`src/rtl/jesd_tx_link.sv`:
```
// JESD204B-style TX link layer: sequences RST -> CGS -> ILAS -> DATA and drives the
// PHY lane with K28.5 / ILAS multiframes / payload-or-fill, gated by the receiver SYNC~.
module jesd_tx_link #(
    parameter int P            = 32,
    parameter int CGS_CYCLES   = 12,
    parameter int BEATS_PER_MF = 5,
    parameter int ILAS_MF      = 4,
    parameter int SYNC_LOSS    = 4
) (
    input  logic             clk,
    input  logic             rst_n,
    input  logic             jesd_tx_rst_n,
    input  logic             jesd_tx_en,
    output logic             jesd_cgs_done,
    output logic             jesd_ilas_done,
    output logic             jesd_link_up,
    input  logic             jesd_tx_val,
    output logic             jesd_tx_rdy,
    input  logic [P-1:0]     jesd_tx_dat,
    input  logic             sync_n,
    output logic             phy_val,
    input  logic             phy_rdy,
    output logic [P-1:0]     phy_dat,
    output logic [P/8-1:0]   phy_k
);
    // state | meaning
    // RST   | link held in reset, lane idle
    // CGS   | code-group sync, lane carries K28.5
    // ILAS  | initial lane alignment multiframes
    // DATA  | payload transfer, fill when idle or SYNC~ dropped

    localparam int NB   = P / 8;
    localparam int ILAS = BEATS_PER_MF * ILAS_MF;
    localparam int CW   = $clog2(CGS_CYCLES + 1);
    localparam int IW   = $clog2(ILAS + 1);
    localparam int MW   = $clog2(BEATS_PER_MF + 1);
    localparam int LW   = $clog2(SYNC_LOSS + 1);

    localparam logic [CW-1:0] CGS_LAST  = CW'(CGS_CYCLES - 1);
    localparam logic [IW-1:0] ILAS_LAST = IW'(ILAS - 1);
    localparam logic [MW-1:0] MF_LAST   = MW'(BEATS_PER_MF - 1);
    localparam logic [LW-1:0] LOSS_LAST = LW'(SYNC_LOSS - 1);

    typedef enum logic [1:0] {ST_RST, ST_CGS, ST_ILAS, ST_DATA} state_t;

    state_t          r_state;
    logic [CW-1:0]   r_cgs_cnt;
    logic [IW-1:0]   r_ilas_cnt;
    logic [MW-1:0]   r_mf_pos;
    logic [LW-1:0]   r_loss_cnt;
    logic            r_cgs_done;
    logic            r_ilas_done;
    logic            r_link_up;

    assign jesd_cgs_done  = r_cgs_done;
    assign jesd_ilas_done = r_ilas_done;
    assign jesd_link_up   = r_link_up;

    always_ff @(posedge clk or negedge rst_n) begin
        if (!rst_n) begin
            r_state     <= ST_RST;
            r_cgs_cnt   <= '0;
            r_ilas_cnt  <= '0;
            r_mf_pos    <= '0;
            r_loss_cnt  <= '0;
            r_cgs_done  <= 1'b0;
            r_ilas_done <= 1'b0;
            r_link_up   <= 1'b0;
        end else if (!jesd_tx_rst_n || !jesd_tx_en) begin
            r_state     <= ST_RST;
            r_cgs_cnt   <= '0;
            r_ilas_cnt  <= '0;
            r_mf_pos    <= '0;
            r_loss_cnt  <= '0;
            r_cgs_done  <= 1'b0;
            r_ilas_done <= 1'b0;
            r_link_up   <= 1'b0;
        end else begin
            case (r_state)
                ST_RST: begin
                    r_state   <= ST_CGS;
                    r_cgs_cnt <= '0;
                end
                ST_CGS: begin
                    if (r_cgs_cnt == CGS_LAST && sync_n) begin
                        r_state    <= ST_ILAS;
                        r_cgs_done <= 1'b1;
                        r_ilas_cnt <= '0;
                        r_mf_pos   <= '0;
                    end else if (r_cgs_cnt != CGS_LAST) begin
                        r_cgs_cnt <= r_cgs_cnt + 1'b1;
                    end
                end
                ST_ILAS: begin
                    if (!sync_n) begin
                        r_state     <= ST_CGS;
                        r_cgs_cnt   <= '0;
                        r_cgs_done  <= 1'b0;
                        r_ilas_done <= 1'b0;
                        r_link_up   <= 1'b0;
                    end else if (phy_rdy) begin
                        if (r_ilas_cnt == ILAS_LAST) begin
                            r_state     <= ST_DATA;
                            r_ilas_done <= 1'b1;
                            r_link_up   <= 1'b1;
                            r_loss_cnt  <= '0;
                        end else begin
                            r_ilas_cnt <= r_ilas_cnt + 1'b1;
                            r_mf_pos   <= (r_mf_pos == MF_LAST) ? '0 : r_mf_pos + 1'b1;
                        end
                    end
                end
                ST_DATA: begin
                    // short SYNC~ drops only stall payload; a sustained drop forces re-sync
                    if (!sync_n) begin
                        if (r_loss_cnt == LOSS_LAST) begin
                            r_state     <= ST_CGS;
                            r_cgs_cnt   <= '0;
                            r_loss_cnt  <= '0;
                            r_cgs_done  <= 1'b0;
                            r_ilas_done <= 1'b0;
                            r_link_up   <= 1'b0;
                        end else begin
                            r_loss_cnt <= r_loss_cnt + 1'b1;
                            r_link_up  <= 1'b0;
                        end
                    end else begin
                        r_loss_cnt <= '0;
                        r_link_up  <= 1'b1;
                    end
                end
                default: r_state <= ST_RST;
            endcase
        end
    end

    always_comb begin
        phy_val     = 1'b0;
        phy_dat     = '0;
        phy_k       = '0;
        jesd_tx_rdy = 1'b0;
        case (r_state)
            ST_CGS: begin
                phy_val = 1'b1;
                for (int b = 0; b < NB; b++) phy_dat[8*b +: 8] = 8'hBC;
                phy_k   = '1;
            end
            ST_ILAS: begin
                phy_val = 1'b1;
                for (int b = 0; b < NB; b++) phy_dat[8*b +: 8] = 8'(r_ilas_cnt);
                if (r_mf_pos == '0) begin
                    phy_dat[7:0] = 8'h1C;
                    phy_k[0]     = 1'b1;
                end
                if (r_mf_pos == MF_LAST) begin
                    phy_dat[8*(NB-1) +: 8] = 8'h7C;
                    phy_k[NB-1]            = 1'b1;
                end
            end
            ST_DATA: begin
                phy_val     = 1'b1;
                jesd_tx_rdy = phy_rdy & r_link_up;
                if (jesd_tx_val && r_link_up) begin
                    phy_dat = jesd_tx_dat;
                end else begin
                    for (int b = 0; b < NB; b++) phy_dat[8*b +: 8] = 8'hFC;
                    phy_k = '1;
                end
            end
            default: ;
        endcase
    end
endmodule

```
`config.mk`:
```
export PLATFORM = sky130hd
export DESIGN_NAME = jesd_tx_link
export DESIGN_NICKNAME = d
export VERILOG_FILES = /design/src/rtl/jesd_tx_link.sv
export SDC_FILE = /design/constraint.sdc
export NUM_CORES = 1
export LEC_CHECK = 0
export CORE_MARGIN = 5
export CORE_UTILIZATION = 31
export DETAILED_ROUTE_END_ITERATION = 8
export DONT_BUFFER_PORTS = 1
export SLEW_MARGIN = 10
export SYNTH_ARGS = -nofsm -noshare
export SYNTH_HDL_FRONTEND = slang
export SYNTH_SLANG_ARGS = --single-unit
```
`constraint.sdc`:
```
create_clock -name clk -period 2.6 [get_ports clk]
set_input_delay 0.52 -clock clk [delete_from_list [all_inputs] [get_ports clk]]
set_output_delay 0.52 -clock clk [all_outputs]
set_load 0.02 [all_outputs]
```
==> flow_metrics.env <==
export IMPL_syn_mean_instance_area_sq_um=7.88
export IMPL_synthDominantAreaCellType="dfrtp_1"
export IMPL_clkLatencyLatePin_ps=260
export IMPL_detail_route_vias_per_cell=5.46
export IMPL_die_h_um=86.5
export IMPL_setup_worst_path_end_class="output port"
export IMPL_layout_cells_most_common_list="nand2_1, buf_4, o21ai_0"
export IMPL_place_port_buffers=0
export IMPL_chipWidth_um=86.5
export IMPL_post_drt_wl_per_cell_um=15.7
export IMPL_cp_cell_sequence="ha_1 -> buf_4 -> a21oi_4 -> a21oi_1 -> o21bai_1"
export IMPL_mostFrequentLayoutCell="nand2_1"
export IMPL_utilization_pct=38.7
export IMPL_grt_max_degree=28
export IMPL_timing_final_ws_setup_ps=144
export IMPL_place_hpwl_um=3980
export IMPL_hold_path_startpoint="sync_n"
export IMPL_run_status="complete, no violations"
export IMPL_timing_final_hold_violations=0
export IMPL_clock_sinks=20
export IMPL_place_congestion=0.818
export IMPL_dpl_cell_area_sq_um=2040
export IMPL_power_density_over_the_cells_nw_per_um2=364
export IMPL_vdd_ir_drop_worst_mv=0.220
export IMPL_critical_path_peak_fanout=27
export IMPL_drt_pass_1_iters=4
export IMPL_grt_antenna_before_repair=0
export IMPL_syn_instance_count=230
export IMPL_rsz_0062_raised_after_global_routing="no"
export IMPL_fillerInstances=571
export IMPL_min_delay_path_depth=2
export IMPL_static_leakage_power_nw=0.930
export IMPL_cts_tree="yes"
export IMPL_slew_limit_headroom_pct=36.4
export IMPL_grt_first_pass_wirelength_um=7860
export IMPL_first_iter_violations=83
export IMPL_post_route_cells_drive_above_1_share_pct=21.0
export IMPL_areaGrowthSynthToFinish_pct=19.6
export IMPL_crit_path_required_time_ps=2080
export IMPL_ys_seq_elements=20
export IMPL_critPathKind="reg2out"
export IMPL_detail_route_drc_violations=0
export IMPL_synth_nets=278
export IMPL_worst_hold_path_type="in2reg"
export IMPL_number_of_setup_violations_in_the_final_report=0
export IMPL_fmax_ghz=0.407
export IMPL_ports=80
export IMPL_arrival_ps=1940
export IMPL_synth_cell_area_sq_um=1810
export IMPL_design_die_area_sq_um=7480
export IMPL_ys_warnings_count=0
export IMPL_clkTransAtPathRegs_ps=80
export IMPL_dp_slack_ps=102
export IMPL_area_share_of_the_largest_cell_type_after_synthesis_pct=27.6
export IMPL_first_global_vias=1633
export IMPL_reg2reg_from="r_state[1]"
export IMPL_route_vias_total=1770
export IMPL_postLayoutCellArea_sq_um=2170
export IMPL_numPlacedInstances=317
export IMPL_number_of_h_tree_levels=1
export IMPL_fp_coreArea_sq_um=5610
export IMPL_antenna_diode_count=0
export IMPL_post_route_fraction_of_the_period_consumed_by_the_critical_path_pct=94.5
export IMPL_synth_area_top_cells="dfrtp_1, o21ai_0, nand2_1"
export IMPL_timing_critical_path_slowest_cell_delay_ps=480
export IMPL_post_synth_top_flop="dfrtp_1"
export IMPL_max_cap_violations=0
export IMPL_post_route_min_period_ps=2460
export IMPL_overall_overflow_remaining_after_global_route=0
export IMPL_clk_tree_root_cell="clkbuf_8"
export IMPL_synth_enable_flop_cells=0
export IMPL_cts_inserted_buffers=3
export IMPL_slew_of_the_pin_with_the_lowest_slew_margin_ps=951
export IMPL_clockBufferDepth=2
export IMPL_totalNegativeSetupSlack_ps=0
export IMPL_setup_slack_of_the_most_critical_reg_to_reg_path_ps=490
export IMPL_final_max_slew_violation_count=0
export IMPL_layout_cells_non_filler=324
export IMPL_ant_nets=0
export IMPL_critical_path_slowest_cell="dfrtp_2"
export IMPL_initial_core_util_pct=32.3
export IMPL_critPathLaunchType="flip-flop"
export IMPL_track_usage_pct=12.7
export IMPL_async_sr_flop_fraction_pct=100
export IMPL_ys_seq_area_share_pct=27.6
export IMPL_clock_skew_ps=4.65
export IMPL_placementRows=27
export IMPL_worst_r2r_cell_count=6
export IMPL_origin_of_the_worst_setup_path="r_state[1]"
export IMPL_finish_net_count=301
export IMPL_route_final_wire_length_um=5090
export IMPL_yosys_cell_types_count=54
## area by class of cell
cell class                 count  area, sq um  area share [%]
sequential                    20          502            23.1
clock buffer                   3         41.3            1.90
clock inverter                 1         30.0            1.38
tap                           72         90.1            4.15
multi-input combinational    185         1220            56.3
inverter                      11         41.3            1.90
timing repair buffer          32          243            11.2
## cells by family after synthesis
| kind of cell | count (synthesis) | share of synthesized area, % |
|---|---|---|
| fa+ha+maj | 9 | 6.21 |
| buf+inv | 25 | 6.69 |
| flops | 20 | 27.6 |
| simple gates | 97 | 27.7 |
| compound gates | 75 | 29.3 |
| mux | 4 | 2.42 |
## power breakdown
part / switching [mW] / leakage (nW) / total [mW] / internal [mW]
combinational: 0.0973 / 0.619 / 0.150 / 0.0524
clock: 0.111 / 0.0357 / 0.316 / 0.206
sequential: 0.00921 / 0.275 / 0.324 / 0.315
total: 0.217 / 0.930 / 0.790 / 0.573
## final timing paths
kind                                       end
worst max-delay path               phy_dat[27]
worst min-delay path              jesd_link_up
worst max register to register      r_state[1]
worst min register to register   r_loss_cnt[1]
max in group asynchronous           r_state[1]
min in group asynchronous       jesd_ilas_done
## critical path: cells and delay by family (launching register included)
kind | cells | cell delay [ps]
flip-flops | 1 | 480
AO/OA/AOI/OAI | 3 | 730
adder cells (fa/ha/maj) | 1 | 230
buffers and inverters | 1 | 230
## registers in the layout, summed over array words and instances (netlist names)
register,count
r_ilas_cnt,5
r_cgs_cnt,4
r_loss_cnt,3
r_mf_pos,3
r_state,2
jesd_cgs_done,1
jesd_ilas_done,1
jesd_link_up,1
## through the flow
stage | total power [mW] | hold WS [ps]
2_1_floorplan | 0.426 | 224
4_1_cts | 0.797 | 401
3_3_place_gp | 0.472 | 225
3_5_place_dp | 0.472 | 225
6_report | 0.790 | 405
5_1_grt | 0.828 | 416
## synth_stat cells (all sizes together) (3+ instances only)
cell type	count
mux2	3
a221o	3
inv	11
o21a	4
a21oi	6
nand3	11
dfrtp	20
nor2b	5
nand2	38
clkbuf	5
a22o	3
and2	5
a31oi	12
nor2	18
o21ai	29
ha	9
o211ai	3
nor3b	4
buf	9
nor4	4
## repair_timing
action	CTS	global route
resized for setup	2	5
pin swaps	0	0
hold buffers	1	0
setup buffers	0	2
endpoints found under the hold margin	20	0
endpoints found under the setup margin	10	8
## layer usage
layer / share of wire (%) / GRT usage [%] / up-vias
li1: - / - / 882
met3: 13 / 4.94 / 4
met5: 0 / 0 / -
met2: 43 / 21.2 / 85
met4: 1.0 / 1.84 / 0
met1: 43 / 15.9 / 799
(Power assumes the default switching activity.)
